==> config.mk <==
export PLATFORM = sky130hd
export DESIGN_NAME = if_fetch_ctrl
export DESIGN_NICKNAME = d
export VERILOG_FILES = /design/src/rtl/if_pkg.sv /design/src/rtl/if_fetch_ctrl_npc_mux.sv /design/src/rtl/if_fetch_ctrl.sv
export SDC_FILE = /design/constraint.sdc
export NUM_CORES = 1
export LEC_CHECK = 0
export ABC_AREA = 0
export BUFFER_PORTS_ARGS = -buffer_cell sky130_fd_sc_hd__buf_2
export CAP_MARGIN = 10
export CELL_PAD_IN_SITES_DETAIL_PLACEMENT = 1
export CELL_PAD_IN_SITES_GLOBAL_PLACEMENT = 1
export CORE_MARGIN = 5
export CORE_UTILIZATION = 39
export DETAILED_ROUTE_END_ITERATION = 16
export HOLD_SLACK_MARGIN = 0.08
export PLACE_DENSITY_LB_ADDON = 0.3
export SLEW_MARGIN = 20
export SYNTH_ARGS = -nofsm -noshare
export SYNTH_HDL_FRONTEND = slang
export SYNTH_SLANG_ARGS = --single-unit
==> constraint.sdc <==
create_clock -name clk -period 3.9 [get_ports clk]
set_clock_uncertainty 0.15 [all_clocks]
set_input_delay 0.78 -clock clk [delete_from_list [all_inputs] [get_ports clk]]
set_output_delay 0.78 -clock clk [all_outputs]
set_load 0.05 [all_outputs]
==> src/rtl/if_pkg.sv <==
// Shared definitions for the instruction-fetch sequencer and its helpers.
//   - next-PC select codes driven by ID on pcsource
//   - fetch FSM state encoding
//   - word alignment helper for fetch addresses
package if_pkg;

    localparam logic [1:0] PC_SEQ = 2'd0;
    localparam logic [1:0] PC_BR  = 2'd1;
    localparam logic [1:0] PC_JR  = 2'd2;
    localparam logic [1:0] PC_J   = 2'd3;

    typedef enum logic {
        FETCH     = 1'b0,
        WAIT_SLOT = 1'b1
    } fetch_state_t;

    function automatic logic [31:0] word_align(input logic [31:0] addr);
        return {addr[31:2], 2'b00};
    endfunction

endpackage

==> src/rtl/if_fetch_ctrl_npc_mux.sv <==
// Next-PC target select. Purely combinational; shared with the ID stage.
// Ports:
//   pcsource  select: PC_SEQ -> pc4, PC_BR -> bpc, PC_JR -> rpc, PC_J -> jpc
//   pc4       sequential successor
//   bpc/rpc/jpc  branch, register-jump and jump targets
//   npc       selected next PC
module npc_mux
    import if_pkg::*;
(
    input  logic [1:0]  pcsource,
    input  logic [31:0] pc4,
    input  logic [31:0] bpc,
    input  logic [31:0] rpc,
    input  logic [31:0] jpc,
    output logic [31:0] npc
);

    always_comb begin
        npc = pc4;
        case (pcsource)
            PC_BR:   npc = bpc;
            PC_JR:   npc = rpc;
            PC_J:    npc = jpc;
            default: npc = pc4;
        endcase
    end

endmodule

==> src/rtl/if_fetch_ctrl.sv <==
// Fetch sequencer in front of the IF stage.
// Owns the PC, issues one outstanding req/ack fetch at a time, and presents
// instructions to ID through a registered output slot backed by a one-entry
// skid buffer. ID redirects are applied with MIPS delay-slot semantics.
// Ports:
//   clk, clr                 clock and synchronous active-high reset
//   pcsource, bpc, rpc, jpc  redirect select and targets from ID
//   stall                    ID is not consuming the output slot
//   imem_req/addr/ack/rdata  instruction memory port
//   if_valid/inst/pc/pc4     output slot to ID
module if_fetch_ctrl
    import if_pkg::*;
#(
    parameter logic [31:0] RESET_PC = 32'h0000_0000,
    parameter logic [31:0] NOP_INST = 32'h0000_0000
)
(
    input  logic        clk,
    input  logic        clr,
    input  logic [1:0]  pcsource,
    input  logic [31:0] bpc,
    input  logic [31:0] rpc,
    input  logic [31:0] jpc,
    input  logic        stall,
    output logic        imem_req,
    output logic [31:0] imem_addr,
    input  logic        imem_ack,
    input  logic [31:0] imem_rdata,
    output logic        if_valid,
    output logic [31:0] if_inst,
    output logic [31:0] if_pc,
    output logic [31:0] if_pc4
);

    fetch_state_t state_reg, state_next;
    logic [31:0]  pc_reg, pc_next;
    logic         pend_reg, pend_next;
    logic [31:0]  tgt_reg, tgt_next;
    logic [31:0]  buf_inst_reg, buf_inst_next;
    logic [31:0]  buf_pc_reg, buf_pc_next;
    logic         valid_reg, valid_next;
    logic [31:0]  inst_reg, inst_next;
    logic [31:0]  slot_pc_reg, slot_pc_next;
    logic [31:0]  slot_pc4_reg, slot_pc4_next;

    logic         consume;
    logic         redir;
    logic [31:0]  target;
    logic [31:0]  target_al;

    npc_mux u_npc_mux (
        .pcsource (pcsource),
        .pc4      (slot_pc4_reg),
        .bpc      (bpc),
        .rpc      (rpc),
        .jpc      (jpc),
        .npc      (target)
    );

    assign target_al = word_align(target);

    // Request is masked by clr so a reset cycle never presents a live fetch.
    assign imem_req  = (state_reg == FETCH) && !clr;
    // In WAIT_SLOT the address of the word sitting in the buffer is shown,
    // i.e. the last address requested, rather than the not-yet-issued pc.
    assign imem_addr = (state_reg == FETCH) ? pc_reg : buf_pc_reg;

    assign if_valid = valid_reg;
    assign if_inst  = inst_reg;
    assign if_pc    = slot_pc_reg;
    assign if_pc4   = slot_pc4_reg;

    always_ff @(posedge clk) begin
        if (clr) begin
            state_reg    <= FETCH;
            pc_reg       <= word_align(RESET_PC);
            pend_reg     <= 1'b0;
            tgt_reg      <= 32'h0;
            buf_inst_reg <= 32'h0;
            buf_pc_reg   <= 32'h0;
            valid_reg    <= 1'b0;
            inst_reg     <= NOP_INST;
            slot_pc_reg  <= 32'h0;
            slot_pc4_reg <= 32'h0;
        end else begin
            state_reg    <= state_next;
            pc_reg       <= pc_next;
            pend_reg     <= pend_next;
            tgt_reg      <= tgt_next;
            buf_inst_reg <= buf_inst_next;
            buf_pc_reg   <= buf_pc_next;
            valid_reg    <= valid_next;
            inst_reg     <= inst_next;
            slot_pc_reg  <= slot_pc_next;
            slot_pc4_reg <= slot_pc4_next;
        end
    end

    always_comb begin
        state_next    = state_reg;
        pc_next       = pc_reg;
        pend_next     = pend_reg;
        tgt_next      = tgt_reg;
        buf_inst_next = buf_inst_reg;
        buf_pc_next   = buf_pc_reg;
        valid_next    = valid_reg;
        inst_next     = inst_reg;
        slot_pc_next  = slot_pc_reg;
        slot_pc4_next = slot_pc4_reg;

        consume = valid_reg && !stall;
        // The slot holds the branch; its delay slot is at if_pc+4, which is
        // either in flight (FETCH) or already parked in the buffer.
        redir   = consume && (pcsource != PC_SEQ);

        if (consume) begin
            valid_next = 1'b0;
            inst_next  = NOP_INST;
        end

        case (state_reg)
            FETCH: begin
                if (imem_ack) begin
                    if (!valid_reg || consume) begin
                        valid_next    = 1'b1;
                        inst_next     = imem_rdata;
                        slot_pc_next  = pc_reg;
                        slot_pc4_next = pc_reg + 32'd4;
                    end else begin
                        buf_inst_next = imem_rdata;
                        buf_pc_next   = pc_reg;
                        state_next    = WAIT_SLOT;
                    end
                    if (redir) begin
                        // Delay slot acked in the same cycle as the redirect.
                        pc_next = target_al;
                    end else if (pend_reg) begin
                        pc_next   = tgt_reg;
                        pend_next = 1'b0;
                    end else begin
                        pc_next = pc_reg + 32'd4;
                    end
                end else if (redir) begin
                    // Delay slot still outstanding: remember where to go after it.
                    pend_next = 1'b1;
                    tgt_next  = target_al;
                end
            end
            WAIT_SLOT: begin
                // Memory acks here are stray (no request) and are ignored.
                if (consume) begin
                    valid_next    = 1'b1;
                    inst_next     = buf_inst_reg;
                    slot_pc_next  = buf_pc_reg;
                    slot_pc4_next = buf_pc_reg + 32'd4;
                    state_next    = FETCH;
                    if (redir) begin
                        pc_next = target_al;
                    end
                end
            end
            default: begin
                state_next = FETCH;
            end
        endcase
    end

endmodule

## Yosys cells after proc, flatten, opt, wreduce, memory -nomap -nowiden

Index checks and enable logic that the tools add are counted.

- $add $sub $neg: 2
- Equal/unequal tests: 8
- Multiplexer cells: 33
- Bitwise logic cells: 3
- Reductions and logical operators: 14

Operators by type and width:

| kind | count |
|---|---|
| $mux W32 | 16 |
| $pmux W32 S2 | 4 |
| $pmux W32 S3 | 1 |
| $add A32 B3 Y32 const B | 2 |
| $reduce_and A3 Y1 | 5 |
| $mux W1 | 10 |
| $ne A2 B1 Y1 const B | 3 |
| $eq A2 B2 Y1 const B | 2 |
| $ne A2 B2 Y1 const B | 2 |
| $pmux W1 S2 | 2 |
| $reduce_bool A2 Y1 | 2 |
| $logic_and A1 B1 Y1 | 3 |
| $logic_not A1 Y1 | 3 |
| $not A1 Y1 | 3 |
| $eq A2 B1 Y1 const B | 1 |
| $logic_or A1 B1 Y1 | 1 |

- Register bits: 225
- Input bits: 134
- Output and inout bits: 130
- Logic and storage cells: 70

## Logic depth before layout (Yosys ltp)

Gate-level depths: netlist of the first run.

- Word-level depth: 6
- Depth in mapped cells: 12
- Gate-level depth less buffers: 8

## By module

A second synthesis of the first run with hierarchy kept.

- Cell total of the unflattened synthesis: 1,357
- Area total of the unflattened synthesis: 11,059.4 µm²

Modules (own cells, without submodules):

| module | instances | cells an instance | area each (µm²) | sequential area each (µm²) |
|---|---|---|---|---|
| if_fetch_ctrl | 1 | 1,318 | 10,244.8 | 4,344.2 |
| npc_mux | 1 | 39 | 814.5 | 0.0 |

## Worst setup path before layout of the first run

Ideal clock, no wire load.

- Kind: input -> register
- From: input port pcsource[0]
- To: register tgt_reg[20]
- Arrival: 2.888 ns
- Slack: 0.792 ns
- Stages: 12
- Buffers on the path: 5
- Path through: clkbuf_1 > or2_2 > clkbuf_1 > nand2_1 > clkbuf_1 > inv_1 > ha_1 > nand2_1 > clkbuf_1 > buf_1 > nand2_1 > a21oi_1

- Longest elaborated chain between the ends: 3
- Elaborated cells between the ends (all ways): 7

Ends and longest elaborated chain:

| element | RTL line | source |
|---|---|---|
| start, declared | if_fetch_ctrl.sv:20 | `input logic [1:0] pcsource,` |
| parallel branches: the longest is 3 deep, another holds $pmux W32 S3 | - |  |
| end signal, assigned | if_fetch_ctrl.sv:89 | `tgt_reg <= tgt_next;` |
| end, declared | if_fetch_ctrl.sv:38 | `logic [31:0] tgt_reg, tgt_next;` |

Several ways; the timed one is not identified.
A chain may end at the register's enable or synchronous reset.

## Final worst setup path of the first run

- From: register state_reg
- To: output port imem_addr[31]

- Longest elaborated chain between the ends: 1

Ends and longest elaborated chain:

| element | RTL line | source |
|---|---|---|
| start, declared | if_fetch_ctrl.sv:35 | `fetch_state_t state_reg, state_next;` |
| start signal, assigned | if_fetch_ctrl.sv:86 | `state_reg <= state_next;` |
| $mux W32 | if_fetch_ctrl.sv:66 | `assign imem_addr = (state_reg == FETCH) ? pc_reg : buf_pc_reg;` |
| end, declared | if_fetch_ctrl.sv:26 | `output logic [31:0] imem_addr,` |

Every way passes these cells.

==> metrics, run 1 <==
share of the synthesized area in the top cell type 38.5%; Worst Setup Start Kind flip-flop; total vias in the final route 11957; Worst Setup Path Type reg -> out; Final Cycle Share 84.0%; antenna diode count 0; worst slew pin tran 0.890 ns; r2r worst-path depth 6; core area 0.0286 sq mm; reg-to-reg endpoint if_pc4[25]; H-tree depth 1; total power 6.19 mW; initial core utilization 39.4%; Synth area leader dfxtp_1; Final setup viols 0; crit path to imem_addr[31]; Final WS setup 0.625 ns; pin count of the biggest net entering global routing 69; clock root buffer master clkbuf_16; share of cells above drive strength 1 24.3%; placed cell count 1978; first-pass GRT wire length 68500 um; worst relative slew slack 40.1%; pre-CTS setup slack 0.762 ns; initial antenna violation count 1; RSZ-0062 raised after global routing no; # nets final 1758; # port buffers 251; fmax 0.305 GHz; Mapped Area 0.0113 sq mm; Starting DRT DRC Count 901; Critical Path, Cell by Cell buf_4, mux2_2, buf_2; die width 180 um; CP delay by family, top buffers and inverters; Critical Path RT 2.97 ns; Yosys cell types 66; Reg clk slew, reported paths 0.06 ns; FF+latch count, synth 217; IO Pins 264; CTS Sinks 217; slowest cell on the critical path dfxtp_2; filler cell count 3575; Detailed Place HPWL 32200 um; endpoint type of the worst setup path primary output; r2r setup slk 1.03 ns; FP Rows 62; Crit Path Max Fanout 38; Post-synth EDFFs 0; PostCTS Resize Cnt 0; Seq/Total Area, Yosys 38.5%; setup TNS 0 ns; die area 0.0324 sq mm; total gr overflow 0; Final min period 3.27 ns; Critical Path Source state_reg; CTS Buf Count 25; largest stage delay on the critical path 0.67 ns; vias in the first global route 12289; post-CTS setup repair buffer count 0; First-pass DRT Iterations 5; Max Slew Vio Count 0; Reg area 0.00435 sq mm; CP bufs+invs 2; Die H 180 um; post-route ant nets 0; DR vias/cell 5.91; Leak 5.45 nW; cells taking the most area after synthesis dfxtp_1 39%, nand2_1 7.9%, a21oi_1 6.1%; Layout area overhead 21.4%; peak supply drop 295 uV; routed wire length 44100 um; Residual DRC 0; clk_lat worst skew 0.53 ns; worst r2r src pc_reg[4]; status completed; MaxCap Viol Count 0; Syn Area/Cell 7.82 sq um; cts hold-fix bufs 0; hold slack final 0.306 ns; Arrival @ worst endpoint 2.34 ns; stages on the worst setup path 3; Power Density 453 mW/mm^2; dominant synthesized flop cell dfxtp_1; routed len/inst 21.8 um; gpl congestion 0.911; Async S/R FF share, synth 0%; Longest Clk Path Bufs 3; Multi-input gate area 0.00634 sq mm; final std cells w/o fill 2024; TritonCTS clock tree built; Total GRT Usage 25.7%; Ys Warns 0; final hold violations 0; Worst Hold Class reg -> reg; Mapped Cells 1443
==> report_power, final <==
group	leakage [nW]	internal (mW)	switching [mW]
clock	0.440	1.57	0.971
combinational	3.24	0.361	0.838
sequential	1.77	2.33	0.130
==> cells in the mapped netlist, types with 18 or more instances <==
cell and number:
nor3_1 50, nand4_1 19, xnor2_1 21, nand2_1 237, o21ai_0 37, nand3_1 38
o211ai_1 34, nor2_1 154, a21oi_1 137, mux2_2 34, nor4_1 25, dfxtp_1 217
clkbuf_1 110, a222oi_1 32, mux2i_1 36, a31oi_1 18
==> per-layer routing <==
layer  wire, um  share of wire, %  global-route usage, %
met1      17300                39                   30.0
met2      22300                50                   47.1
met3       2910               6.6                   5.13
met4       1640               3.7                   8.74
met5          7             0.016                      0
==> tightest hold or removal path, cell delays in order (launching register included) <==
cell and delay [ns]:
dfxtp_1 0.31, nand2_1 0.05, a21oi_1 0.05
==> worst min path at each step <==
stage / from / end / slack [ns] / depth (start not counted)
finish: buf_inst_reg[17] / buf_inst_reg[17] / 0.31 / 2
global route: tgt_reg[9] / tgt_reg[9] / 0.32 / 2
CTS: buf_inst_reg[0] / buf_inst_reg[0] / 0.31 / 2
detailed placement: buf_inst_reg[0] / buf_inst_reg[0] / 0.30 / 2
global placement: tgt_reg[8] / tgt_reg[8] / 0.29 / 2
floorplan: tgt_reg[8] / tgt_reg[8] / 0.28 / 2
==> cells in the final DEF (no fill, tap or decap), types with 9 or more instances in the layout <==
cell type	n
buf_4	39
dfxtp_1	216
nor3_1	50
nor2_1	150
nand2_1	236
and3_1	14
o22ai_1	14
a21oi_1	137
or3_1	13
buf_2	250
inv_1	13
clkbuf_8	10
nand3_1	37
o31a_1	9
clkbuf_16	25
a222oi_1	32
mux2i_1	36
mux2_2	34
a211oi_1	10
a2bb2oi_1	15
nand4_1	19
xnor2_1	21
o21ai_0	37
a31oi_1	17
o211ai_1	34
nor4_1	25
==> layout make-up <==
type	count	share of cell area, %
Multi-Input combinational cell	1072	46.3
Sequential cell	217	31.7
Timing Repair Buffer	291	11.5
Clock buffer	39	5.69
Tap cell	384	3.51
Clock inverter	7	0.850
Inverter	14	0.384
==> kinds of logic after synthesis <==
family / Yosys count / share of synthesized area, %
AOI/OAI and AO/OA: 368 / 22.0
and+or+nand+nor: 593 / 23.9
DFF: 217 / 38.5
other: 1 / 0.0332
adders and majority gates: 3 / 0.333
muxes: 73 / 7.19
xor gates and xnor gates: 29 / 2.25
buffers and inverters: 159 / 5.81
==> per-stage QoR <==
stage	instance area, sq um	util [%]
6_report	13700	47.8
5_1_grt	13700	47.8
4_1_cts	13700	47.8
3_5_place_dp	12800	44.7
3_3_place_gp	12800	44.7
2_1_floorplan	11300	-
No activity file was read; power rests on OpenSTA's default activity.
==> run 2, diff against run 1 <==
ABC_AREA = 1   (was 0)
CORE_UTILIZATION = 38   (was 39)
clock period = 3.3 ns   (was 3.9 ns; I/O delays follow)
==> run 2 against run 1 <==
- first-iteration DRC count fell by 35%
- largest cell class unchanged
- total power rose by 17%
- register-to-register slack got worse by 0.22 ns
- hold slack got worse by 0.11 ns
- setup slack got worse by 0.15 ns
- sequential cell count did not move
- largest power group unchanged
- critical path type unchanged
==> metrics, run 2 <==
total vias in the final route 12997 (was 11957); H-tree depth 1 (unchanged); FP Rows 64 (was 62); Layout area overhead 20.8% (was 21.4%); Yosys cell types 39 (was 66); final std cells w/o fill 2421 (was 2024); cells taking the most area after synthesis dfxtp_1 38%, nand2_1 18%, o21ai_0 7.2% (was dfxtp_1 39%, nand2_1 7.9%, a21oi_1 6.1%); Critical Path, Cell by Cell inv_1, o21ai_0, buf_2 (was buf_4, mux2_2, buf_2); fmax 0.354 GHz; Worst Setup Path Type reg -> out (unchanged); peak supply drop 360 uV (was 295 uV); core area 0.0303 sq mm (was 0.0286 sq mm); routed wire length 45100 um (was 44100 um); # port buffers 251 (unchanged); antenna diode count 0 (unchanged); post-route ant nets 0 (unchanged); die area 0.0341 sq mm (was 0.0324 sq mm); routed len/inst 18.6 um (was 21.8 um); gpl congestion 0.886 (was 0.911); First-pass DRT Iterations 5 (unchanged); Async S/R FF share, synth 0% (unchanged); Worst Hold Class in -> reg (was reg -> reg); Arrival @ worst endpoint 2.01 ns (was 2.34 ns); Seq/Total Area, Yosys 37.5% (was 38.5%); Syn Area/Cell 6.40 sq um (was 7.82 sq um); Crit Path Max Fanout 7 (was 38); post-CTS setup repair buffer count 0 (unchanged); Max Slew Vio Count 0 (unchanged); Starting DRT DRC Count 584 (was 901); worst slew pin tran 0.849 ns (was 0.890 ns); commonest non-fill, non-tap cell in the layout nand2_1 (was buf_2); vias in the first global route 13585 (was 12289); Longest Clk Path Bufs 3 (unchanged); cts hold-fix bufs 0 (unchanged); DR vias/cell 5.37 (was 5.91); Synth Area in XOR/XNOR 1.44% (was 2.25%); Power Density 518 mW/mm^2 (was 453 mW/mm^2); dominant synthesized flop cell dfxtp_1 (unchanged); Final setup viols 0 (unchanged); Adder-Cell Fraction of Synth Area 0.324% (was 0.333%); first-pass GRT wire length 71100 um (was 68500 um); clk_lat worst skew 0.54 ns (was 0.53 ns); Reg clk slew, reported paths 0.06 ns (about the same); Worst Setup Start Kind flip-flop (unchanged); Mapped Area 0.0116 sq mm (was 0.0113 sq mm); CTS Sinks 217 (unchanged); RSZ-0062 raised after global routing no (unchanged); initial antenna violation count 0 (was 1); Detailed Place HPWL 33400 um (was 32200 um); pin count of the biggest net entering global routing 80 (was 69); share of cells above drive strength 1 17.8% (was 24.3%); setup TNS 0 ns (unchanged); die width 185 um (was 180 um); post-synthesis mux area share 0% (was 7.19%); PostCTS Resize Cnt 0 (unchanged); clock root buffer master clkbuf_16 (unchanged); status completed (unchanged); final hold violations 0 (unchanged); # nets final 2143 (was 1758); Post-Synth Simple-Gate Area 32.5% (was 23.9%); placed cell count 2375 (was 1978); Residual DRC 0 (unchanged); count leader, synth nand2_1 (unchanged); CTS Buf Count 25 (unchanged); slowest cell on the critical path dfxtp_1 (was dfxtp_2); share of the synthesized area in the top cell type 37.5% (was 38.5%); Final min period 2.82 ns; Post-synth EDFFs 0 (unchanged); Synth area leader dfxtp_1 (unchanged); IO Pins 264 (unchanged); total gr overflow 0 (unchanged); Critical Path RT 2.49 ns (was 2.97 ns); top post-synthesis cells by count 547 x nand2_1, 217 x dfxtp_1, 187 x nor2_1, 166 x o21ai_0, 156 x a21oi_1 (was 237 x nand2_1, 217 x dfxtp_1, 154 x nor2_1, 137 x a21oi_1, 110 x clkbuf_1); MaxCap Viol Count 0 (unchanged); endpoint type of the worst setup path primary output (unchanged); Die H 185 um (was 180 um); Total GRT Usage 25.7% (about the same); largest family of logic cells by synthesized area simple AND/OR/NAND/NOR gates (unchanged); initial core utilization 38.2% (was 39.4%); post-synthesis compound-gate area fraction 19.7% (was 22.0%); worst relative slew slack 43.3% (was 40.1%); Mapped Cells 1810 (was 1443); FF+latch count, synth 217 (unchanged); largest stage delay on the critical path 0.57 ns (was 0.67 ns); commonest non-fill, non-tap cells in the layout 546 x nand2_1, 247 x buf_2, 216 x dfxtp_1 (was 250 x buf_2, 236 x nand2_1, 216 x dfxtp_1); Final Cycle Share 85.5%; Ys Warns 0 (unchanged); TritonCTS clock tree built (unchanged); Leak 6.08 nW (was 5.45 nW)
-- run 2: cell types whose count changed in the layout (fill, tap and decap cells not counted), sizes merged, moves of 21 or more --
cell | previous run | this run
nand2 | 237 | 556
o21ai | 38 | 183
inv | 14 | 119
nand3 | 38 | 124
nor2 | 154 | 204
nor3 | 50 | 8
mux2i | 36 | 0
mux2 | 34 | 0
a222oi | 32 | 0
nor4 | 25 | 0
o211ai | 34 | 13
-- run 2: worst max-delay path, delay by kind of cell, from the launching register on --
family,cells,cell delay [ns]
AOI/OAI and AO/OA,1,0.32
buffers and inverters,2,0.59
DFF,1,0.57
-- run 2: final cells by class --
| cell class | count | area, sq um |
|---|---|---|
| Timing Repair Buffer | 278 | 1530 |
| Sequential cell | 217 | 4350 |
| Multi-Input combinational cell | 1358 | 6280 |
| Inverter | 126 | 473 |
| Clock inverter | 8 | 136 |
| Fill cell | 4118 | 16400 |
| Clock buffer | 38 | 734 |
| Tap cell | 396 | 495 |
-- run 2: routing by layer --
layer  up-vias  track usage [%]  wire [um]
met2       300             46.9      22800
met1      6322             30.9      18600
met3        76             3.97       2210
li1       6299                -          -
met5         -                0          0
met4         0             8.02       1560
-- run 2: kinds of logic after synthesis --
group / count (synthesis)
AOI/OAI and AO/OA: 417
xor gates and xnor gates: 19
adders and majority gates: 3
buffers and inverters: 240
DFF: 217
other: 1
and+or+nand+nor: 913
-- run 2: path summary, 6_finish.rpt --
| check | from | endpoint | slack, ns | depth (start not counted) |
|---|---|---|---|---|
| setup / recovery | pc_reg[2] | imem_addr[2] | 0.48 | 3 |
| setup reg to reg | pc_reg[2] | pc_reg[12] | 0.81 | 10 |
| hold reg to reg | buf_inst_reg[30] | buf_inst_reg[30] | 0.31 | 2 |
| hold / removal | imem_ack | pend_reg | 0.19 | 2 |
-- run 2: where the power goes --
group / internal, mW / switching (mW) / total [mW] / leakage (nW)
clock: 1.78 / 1.19 / 2.97 / 0.424
combinational: 0.371 / 1.01 / 1.38 / 3.89
sequential: 2.76 / 0.141 / 2.90 / 1.77
-- run 2: stage by stage --
stage / hold slack [ns] / area (sq um) / setup slack, ns / util, % / total power, mW
after global routing: 0.195 / 14000 / 0.384 / 46.1 / 7.54
after CTS: 0.171 / 14000 / 0.485 / 46.1 / 7.31
final: 0.192 / 14000 / 0.478 / 46.1 / 7.25
after global placement: 0.291 / 13100 / 0.592 / 43.2 / 4.30
after detailed placement: 0.298 / 13100 / 0.469 / 43.2 / 4.34
after floorplan: 0.281 / 11600 / 0.508 / - / 3.87
==> run 3, diff against run 2 <==
CORE_UTILIZATION = 41   (was 38)
MAX_ROUTING_LAYER = met4   (was default)
clock period = 3.4 ns   (was 3.3 ns; I/O delays follow)
==> run 3 against run 2 <==
- final cell count shrank 0.95%
- design area fell by 1.1%
- die area is 6.9% lower
- non-clock buffer count decreased by 5
- via count increased by 0.20%
- sequential power shrank 3%
- clock power fell by 6%
- register-to-register slack got worse by 0.12 ns
- sequential share of layout area grew 0.33 points
- hold slack better by 0.015 ns
- first-iteration DRC count up 39%
- largest power group is now registers
==> metrics, run 3 (synthesis gave the netlist of run 2 again) <==
r2r setup slk 0.69 ns (was 0.81 ns); Residual DRC 0 (unchanged); # port buffers 251 (unchanged); pre-CTS setup slack 0.374 ns (was 0.469 ns); initial core utilization 41.6% (was 38.2%); total vias in the final route 13023 (was 12997); Worst Setup Path Type reg -> out (unchanged); die area 0.0317 sq mm (was 0.0341 sq mm); die width 178 um (was 185 um); Reg clk slew, reported paths 0.06 ns (about the same); FP Rows 61 (was 64); core area 0.0279 sq mm (was 0.0303 sq mm); Arrival @ worst endpoint 2.29 ns (was 2.01 ns); worst slew pin tran 1.04 ns (was 0.849 ns); routed len/inst 18.8 um (was 18.6 um); Leak 6.04 nW (was 6.08 nW); IO Pins 264 (unchanged); RSZ-0062 raised after global routing no (unchanged); DR vias/cell 5.43 (was 5.37); worst relative slew slack 30.5% (was 43.3%); Total GRT Usage 28.4% (was 25.7%); Reg area 0.00435 sq mm (unchanged); Longest Clk Path Bufs 3 (unchanged); Worst Hold Class in -> reg (unchanged); final hold violations 0 (unchanged); PostCTS Resize Cnt 0 (unchanged); CTS Sinks 217 (unchanged); Max Slew Vio Count 0 (unchanged); total gr overflow 0 (unchanged); Crit Path Max Fanout 48 (was 7); gpl congestion 0.970 (was 0.886); Layout area overhead 19.6% (was 20.8%); pin count of the biggest net entering global routing 80 (unchanged); Critical Path RT 2.57 ns (was 2.49 ns); cts hold-fix bufs 0 (unchanged); Final setup viols 0 (unchanged); vias in the first global route 13245 (was 13585); Final min period 3.12 ns; clk_lat worst skew 0.55 ns (was 0.54 ns); Power Density 500 mW/mm^2 (was 518 mW/mm^2); endpoint type of the worst setup path primary output (unchanged); routed wire length 45200 um (was 45100 um); worst r2r src state_reg (was pc_reg[2]); slowest cell on the critical path dfxtp_4 (was dfxtp_1); Multi-input gate area 0.00628 sq mm (unchanged); commonest non-fill, non-tap cells in the layout 546 x nand2_1, 250 x buf_2, 216 x dfxtp_1 (was 546 x nand2_1, 247 x buf_2, 216 x dfxtp_1); commonest non-fill, non-tap cell in the layout nand2_1 (unchanged); TritonCTS clock tree built (unchanged); post-CTS setup repair buffer count 0 (unchanged); hold slack final 0.207 ns (was 0.192 ns); First-pass DRT Iterations 5 (unchanged); CTS Buf Count 25 (unchanged); first-pass GRT wire length 70600 um (was 71100 um); Starting DRT DRC Count 814 (was 584); largest stage delay on the critical path 0.66 ns (was 0.57 ns); filler cell count 3807 (was 4118); Worst Setup Start Kind flip-flop (unchanged); Critical Path Source state_reg (was pc_reg[2]); # nets final 2138 (was 2143); post-route ant nets 0 (unchanged); status completed (unchanged); fmax 0.321 GHz; Critical Path, Cell by Cell buf_4, nand2_1, o21ai_0, buf_2 (was inv_1, o21ai_0, buf_2); MaxCap Viol Count 0 (unchanged); clock root buffer master clkbuf_16 (unchanged); share of cells above drive strength 1 17.7% (was 17.8%); setup TNS 0 ns (unchanged); Final Cycle Share 91.7%; hold path startpoint imem_ack (unchanged); H-tree depth 1 (unchanged); Detailed Place HPWL 33200 um (was 33400 um); peak supply drop 323 uV (was 360 uV); Final WS setup 0.282 ns (was 0.478 ns); Die H 178 um (was 185 um); initial antenna violation count 1 (was 0)
-- run 3: per-stage QoR --
| stage | power, mW | utilization (%) | cell area (sq um) | std cells |
|---|---|---|---|---|
| floorplan | 3.75 | - | 11600 | 1815 |
| global placement | 4.15 | 46.6 | 13000 | 2352 |
| detailed placement | 4.19 | 46.6 | 13000 | 2352 |
| CTS | 6.99 | 49.7 | 13800 | 2397 |
| global route | 7.20 | 49.7 | 13800 | 2398 |
| finish | 6.93 | 49.7 | 13800 | 2398 |
-- run 3: cell type report --
cell class | instances | share of cell area (%)
multi-input combinational | 1358 | 45.3
sequential | 217 | 31.4
timing repair buffer | 273 | 10.3
clock buffer | 36 | 5.32
inverter | 126 | 3.42
tap | 378 | 3.42
clock inverter | 9 | 0.822
antenna | 1 | 0.0181
-- run 3: metal layers --
layer | vias to the layer above | wire length, um | track usage [%]
met2 | 320 | 23300 | 50.4
li1 | 6285 | - | -
met1 | 6333 | 18100 | 33.2
met4 | 0 | 1530 | 8.89
met5 | - | 0 | -
met3 | 85 | 2280 | 4.26
-- run 3: power breakdown --
part / switching (mW) / internal (mW)
clock network: 1.13 / 1.66
registers: 0.137 / 2.68
logic: 0.981 / 0.342
total: 2.24 / 4.68
-- run 3: final timing paths --
path	cells after the start	endpoint
min reg2reg	2	buf_inst_reg[29]
max	4	imem_addr[7]
min	2	pend_reg
max reg2reg	6	if_inst[29]
-- run 3: worst max-delay path, delay by kind of cell, from the launching register on --
family	cells	cell delay, ns
and+or+nand+nor	1	0.09
buffers and inverters	2	0.81
AOI/OAI and AO/OA	1	0.18
DFF	1	0.66
